File: src/rtl/fifo_drain.sv
// Read-side controller: pops a 4-entry byte FIFO and streams bytes out on a valid/ready port.
// Latency: a byte is presented on m_data two cycles after its accepted fifo_rd_en (1 FIFO + 1 capture).
// Backpressure: a 2-entry buffer absorbs in-flight bytes; pops are throttled so nothing is lost or duplicated.
//
// Ports:
//   clk, reset        rising-edge clock; asynchronous active-low reset
//   enable            1 = fetch from the FIFO, 0 = finish outstanding bytes and go idle
//   fifo_empty/full   FIFO status flags
//   fifo_wr_en        FIFO write request; a write wins over a read in the same cycle
//   fifo_out          FIFO registered read data (valid one cycle after an accepted pop)
//   fifo_rd_en        pop request to the FIFO
//   m_valid/m_ready/m_data  output byte stream
//   busy              not IDLE, a fetch in flight, or buffered bytes pending
//   byte_count        delivered-byte counter, wraps modulo 2^COUNT_W
//
// Optional build macro FIFO_DRAIN_PARITY_EN adds input parity_odd and output m_parity
// (even parity of m_data, inverted when parity_odd=1, 0 when no byte is presented).

module fifo_drain #(
  parameter int COUNT_W = 16
) (
  input  logic               clk,
  input  logic               reset,
  input  logic               enable,
  input  logic               fifo_empty,
  input  logic               fifo_full,
  input  logic               fifo_wr_en,
  input  logic [7:0]         fifo_out,
  output logic               fifo_rd_en,
  output logic               m_valid,
  input  logic               m_ready,
  output logic [7:0]         m_data,
`ifdef FIFO_DRAIN_PARITY_EN
  input  logic               parity_odd,
  output logic               m_parity,
`endif
  output logic               busy,
  output logic [COUNT_W-1:0] byte_count
);

  typedef enum logic [1:0] {
    IDLE  = 2'd0,
    RUN   = 2'd1,
    DRAIN = 2'd2
  } state_t;

  state_t      state_q;
  state_t      state_d;

  logic [7:0]  buf_dat [2];
  logic        buf_head;
  logic        buf_tail;
  logic [1:0]  buf_cnt;
  logic        inflight;

  logic        pop;
  logic        push;
  logic        accepted;
  logic [2:0]  occupancy;

`ifdef FIFO_DRAIN_PARITY_EN
  logic [1:0]  buf_par;
`endif

  assign m_valid = (buf_cnt != 2'd0);
  assign m_data  = buf_dat[buf_head];
  assign pop     = m_valid && m_ready;
  // The byte popped last cycle is sitting on fifo_out now.
  assign push    = inflight;

  // Slots that will be committed after this edge: buffered + in flight - leaving.
  // pop implies buf_cnt >= 1, so this never underflows.
  assign occupancy = {1'b0, buf_cnt} + {2'b00, inflight} - {2'b00, pop};

  // The FIFO services a write instead of a read when both arrive and it has room,
  // so such a request is dropped here and naturally retried next cycle.
  assign accepted = fifo_rd_en && !fifo_empty && !(fifo_wr_en && !fifo_full);

  assign busy = (state_q != IDLE) || inflight || (buf_cnt != 2'd0);

`ifdef FIFO_DRAIN_PARITY_EN
  assign m_parity = m_valid && (buf_par[buf_head] ^ parity_odd);
`endif

  always_comb begin
    state_d    = state_q;
    fifo_rd_en = 1'b0;
    case (state_q)
      IDLE: begin
        if (enable) state_d = RUN;
      end
      RUN: begin
        fifo_rd_en = !fifo_empty && (occupancy < 3'd2);
        if (!enable) state_d = DRAIN;
      end
      DRAIN: begin
        if (enable) begin
          state_d = RUN;
        end else if (!inflight && (buf_cnt == 2'd0)) begin
          state_d = IDLE;
        end
      end
      default: state_d = IDLE;
    endcase
  end

  always_ff @(posedge clk or negedge reset) begin
    if (!reset) begin
      state_q    <= IDLE;
      inflight   <= 1'b0;
      buf_dat[0] <= 8'h00;
      buf_dat[1] <= 8'h00;
      buf_head   <= 1'b0;
      buf_tail   <= 1'b0;
      buf_cnt    <= 2'd0;
      byte_count <= '0;
`ifdef FIFO_DRAIN_PARITY_EN
      buf_par    <= 2'b00;
`endif
    end else begin
      state_q  <= state_d;
      inflight <= accepted;

      if (push) begin
        buf_dat[buf_tail] <= fifo_out;
`ifdef FIFO_DRAIN_PARITY_EN
        buf_par[buf_tail] <= ^fifo_out;
`endif
        buf_tail <= ~buf_tail;
      end

      if (pop) begin
        buf_head   <= ~buf_head;
        byte_count <= byte_count + 1'b1;
      end

      case ({push, pop})
        2'b10:   buf_cnt <= buf_cnt + 2'd1;
        2'b01:   buf_cnt <= buf_cnt - 2'd1;
        default: buf_cnt <= buf_cnt;
      endcase
    end
  end

endmodule
File: config.mk
export PLATFORM = sky130hd
export DESIGN_NAME = fifo_drain
export DESIGN_NICKNAME = d
export VERILOG_FILES = /design/src/rtl/fifo_drain.sv
export SDC_FILE = /design/constraint.sdc
export NUM_CORES = 1
export LEC_CHECK = 0
export CORE_MARGIN = 4
export CORE_UTILIZATION = 49
export CTS_CLUSTER_DIAMETER = 120
export DETAILED_ROUTE_END_ITERATION = 10
export PLACE_DENSITY = 0.84
export SYNTH_ARGS = -nofsm -noshare
export SYNTH_HDL_FRONTEND = slang
export SYNTH_SLANG_ARGS = --single-unit
File: constraint.sdc
create_clock -name clk -period 2.93 [get_ports clk]
set_clock_uncertainty 0.2 [all_clocks]
set_input_delay 0.4395 -clock clk [delete_from_list [all_inputs] [get_ports clk]]
set_output_delay 0.4395 -clock clk [all_outputs]
set_load 0.02 [all_outputs]
==> qor.yml <==
status: "finished, final reports clean"
grt_overflow_total: 0
fillCellCount: 248
finalPower_mw: 2.19
met1_usage_pct: 18.7
rows: 21
hpwl_um: 2460
ioPinCount: 42
yosysWarnings: 0
core-area_um2: 3440
irDropWorstVdd_v: 0.000470
cts_made_buffers: 5
gp_congestion: 0.830
antenna_cells: 0
port_buffers: 41
track_usage_pct: 16.6
final_nets: 207
clock_sinks: 39
synth_seq_cells: 39
synth-edff-count: 0
met2_usage_pct: 27.7
critPathArrivalTime_ps: 2140
setup_tns_ps: 0
dr.pass1.iters: 4
wl_um: 3330
netlist.area_leader.share_pct: 53.9
finalWorstPathRequiredPeriod_ps: 2780
layout-drive-gt1-share_pct: 20.4
post_cts_buffers: 0
drcViolationCount: 0
drv_cap: 0
busiest_layer: "met2"
cts_tree: "built"
ys_seq_area_share_pct: 53.9
relSlewSlack_pct: 44.5
synth_top_cell_by_area: "dfrtp_1"
synthCells: 142
start_util_pct: 52.6
fin_crit_sh_pct: 95.0
power_density_nw_per_um2: 916
grt_max_degree: 40
area_growth_pct: 32.3
min_path_type: "input pin to asynchronous set/reset pin"
final_cells: 237
setup_violations: 0
antenna_found_initial: 0
placed_cells: 229
cts_root_buffer: "clkbuf_8"
fmax_mhz: 359
cp_max_fo: 7
grt_use_met3_pct: 6.16
hold_buffers: 0
path_class: "register to output port"
cp-start-kind: "register"
die_h_um: 68.8
final-hold-violation-count: 0
cts_max_level: 2
endpoint_kind: "output port"
dominantRegCellSynth: "dfrtp_1"
async_flop_share_pct: 100
grt_pass1_vias: 1260
dieArea_um2: 4730
via_per_inst: 5.17
postRouteAntennaNets: 0
cellLeakagePower_nw: 1.04
grt_pass1_wl_um: 5550
insertion_delay_ps: 290
synth_area_um2: 1810
synthTopCellsByArea: "dfrtp_1, mux2_2, xnor2_1, mux2_1, xor2_1"
clockBufferDepth: 2
final_common_cell: "dfrtp_1"
synth_nets: 159
post_drt_wl_per_cell_um: 14.0
dr_total_vias: 1226
place_ws_ps: -422
die_x_um: 68.8
cts.clk_slew.worst_paths_ps: 70
slew_viol_final: 0
drt_iter0_markers: 51
final_cell_mix: "dfrtp_1, clkdlybuf4s50_1, mux2_2, xnor2_1, nand2_1"
cp.required_ps: 2290
fin_ws_ps: 147
tightest_slew_ps: 833
rsz0062_at_grt: "no"
yosysUniqueCellTypes: 34
synth.avg_cell_area_um2: 12.7
## cell families (layout without fill, tap and decap cells)
logic type | Yosys count | after routing | share of synthesized area, %
and+or+nand+nor | 43 | 43 | 14.9
adders and majority gates | 2 | 2 | 1.80
DFF | 39 | 39 | 53.9
buffers and inverters | 7 | 56 | 2.00
xor gates and xnor gates | 20 | 20 | 9.68
muxes | 24 | 24 | 14.9
AOI/OAI and AO/OA | 7 | 7 | 2.83
## per-layer routing
layer / vias to the layer above / part of all wire (%)
met2: 35 / 49
li1: 582 / -
met3: 5 / 6.3
met1: 604 / 42
met5: - / 0
met4: 0 / 2.0
## stage by stage
stage	cell area (um^2)	util (%)	hold slack, ps
CTS	2390	69.4	61.8
floorplan	1810	-	-56.1
global route	2390	69.6	108
detailed placement	2280	66.3	265
finish	2390	69.6	44.0
global placement	2280	66.3	258
## cell usage after synthesis, drive strengths merged, types with 2 or more instances
cell / count
inv: 2
nor2: 5
a21boi: 2
o21ai: 3
buf: 4
nand3: 7
nor3: 2
or2: 3
xnor2: 14
dfrtp: 39
a21oi: 2
or3: 2
nand2: 9
xor2: 6
nor2b: 2
nand4: 4
mux2: 24
## sequential cells by signal, indices dropped and copies added (netlist names)
signal      flops
buf_dat        16
buf_tail        1
byte_count     16
buf_head        1
inflight        1
state_q         2
buf_cnt         2
## path summary, 6_finish.rpt
check / start / endpoint / slack [ps] / cells after the start
setup / recovery: buf_cnt[1] / busy / 150 / 4
hold / removal: reset / buf_dat[2] / 40 / 1
setup reg to reg: buf_cnt[0] / inflight / 850 / 6
hold reg to reg: byte_count[15] / byte_count[15] / 270 / 1
max in group asynchronous: reset / buf_head / 1970 / 1
min in group clk: byte_count[15] / byte_count[15] / 270 / 1
## power breakdown
part           internal (mW)  switching (mW)  leakage [nW]
Sequential             0.712           0.155         0.494
Combinational          0.498           0.389         0.489
Clock                  0.253           0.186        0.0581
Total                   1.46           0.730          1.04
## critical path: stages (launching register included)
cell,delay [ps]
dfrtp_1,410
buf_4,170
or3_1,390
or3_1,330
clkdlybuf4s50_1,550
## timing repair
item | CTS | global route
pin swaps | 0 | 1
resized for setup | 5 | 2
setup endpoints to repair | 1 | 1
## final cells by class
cell class	count	area, um^2	area share, %
clock inverters	3	43.8	1.83
repair buffers	46	443	18.5
multi-input cells	96	798	33.3
clock buffers	5	68.8	2.87
inverters	2	7.51	0.313
flip-flops and latches	39	976	40.8
well taps	46	57.6	2.40
(Power assumes the default switching activity.)
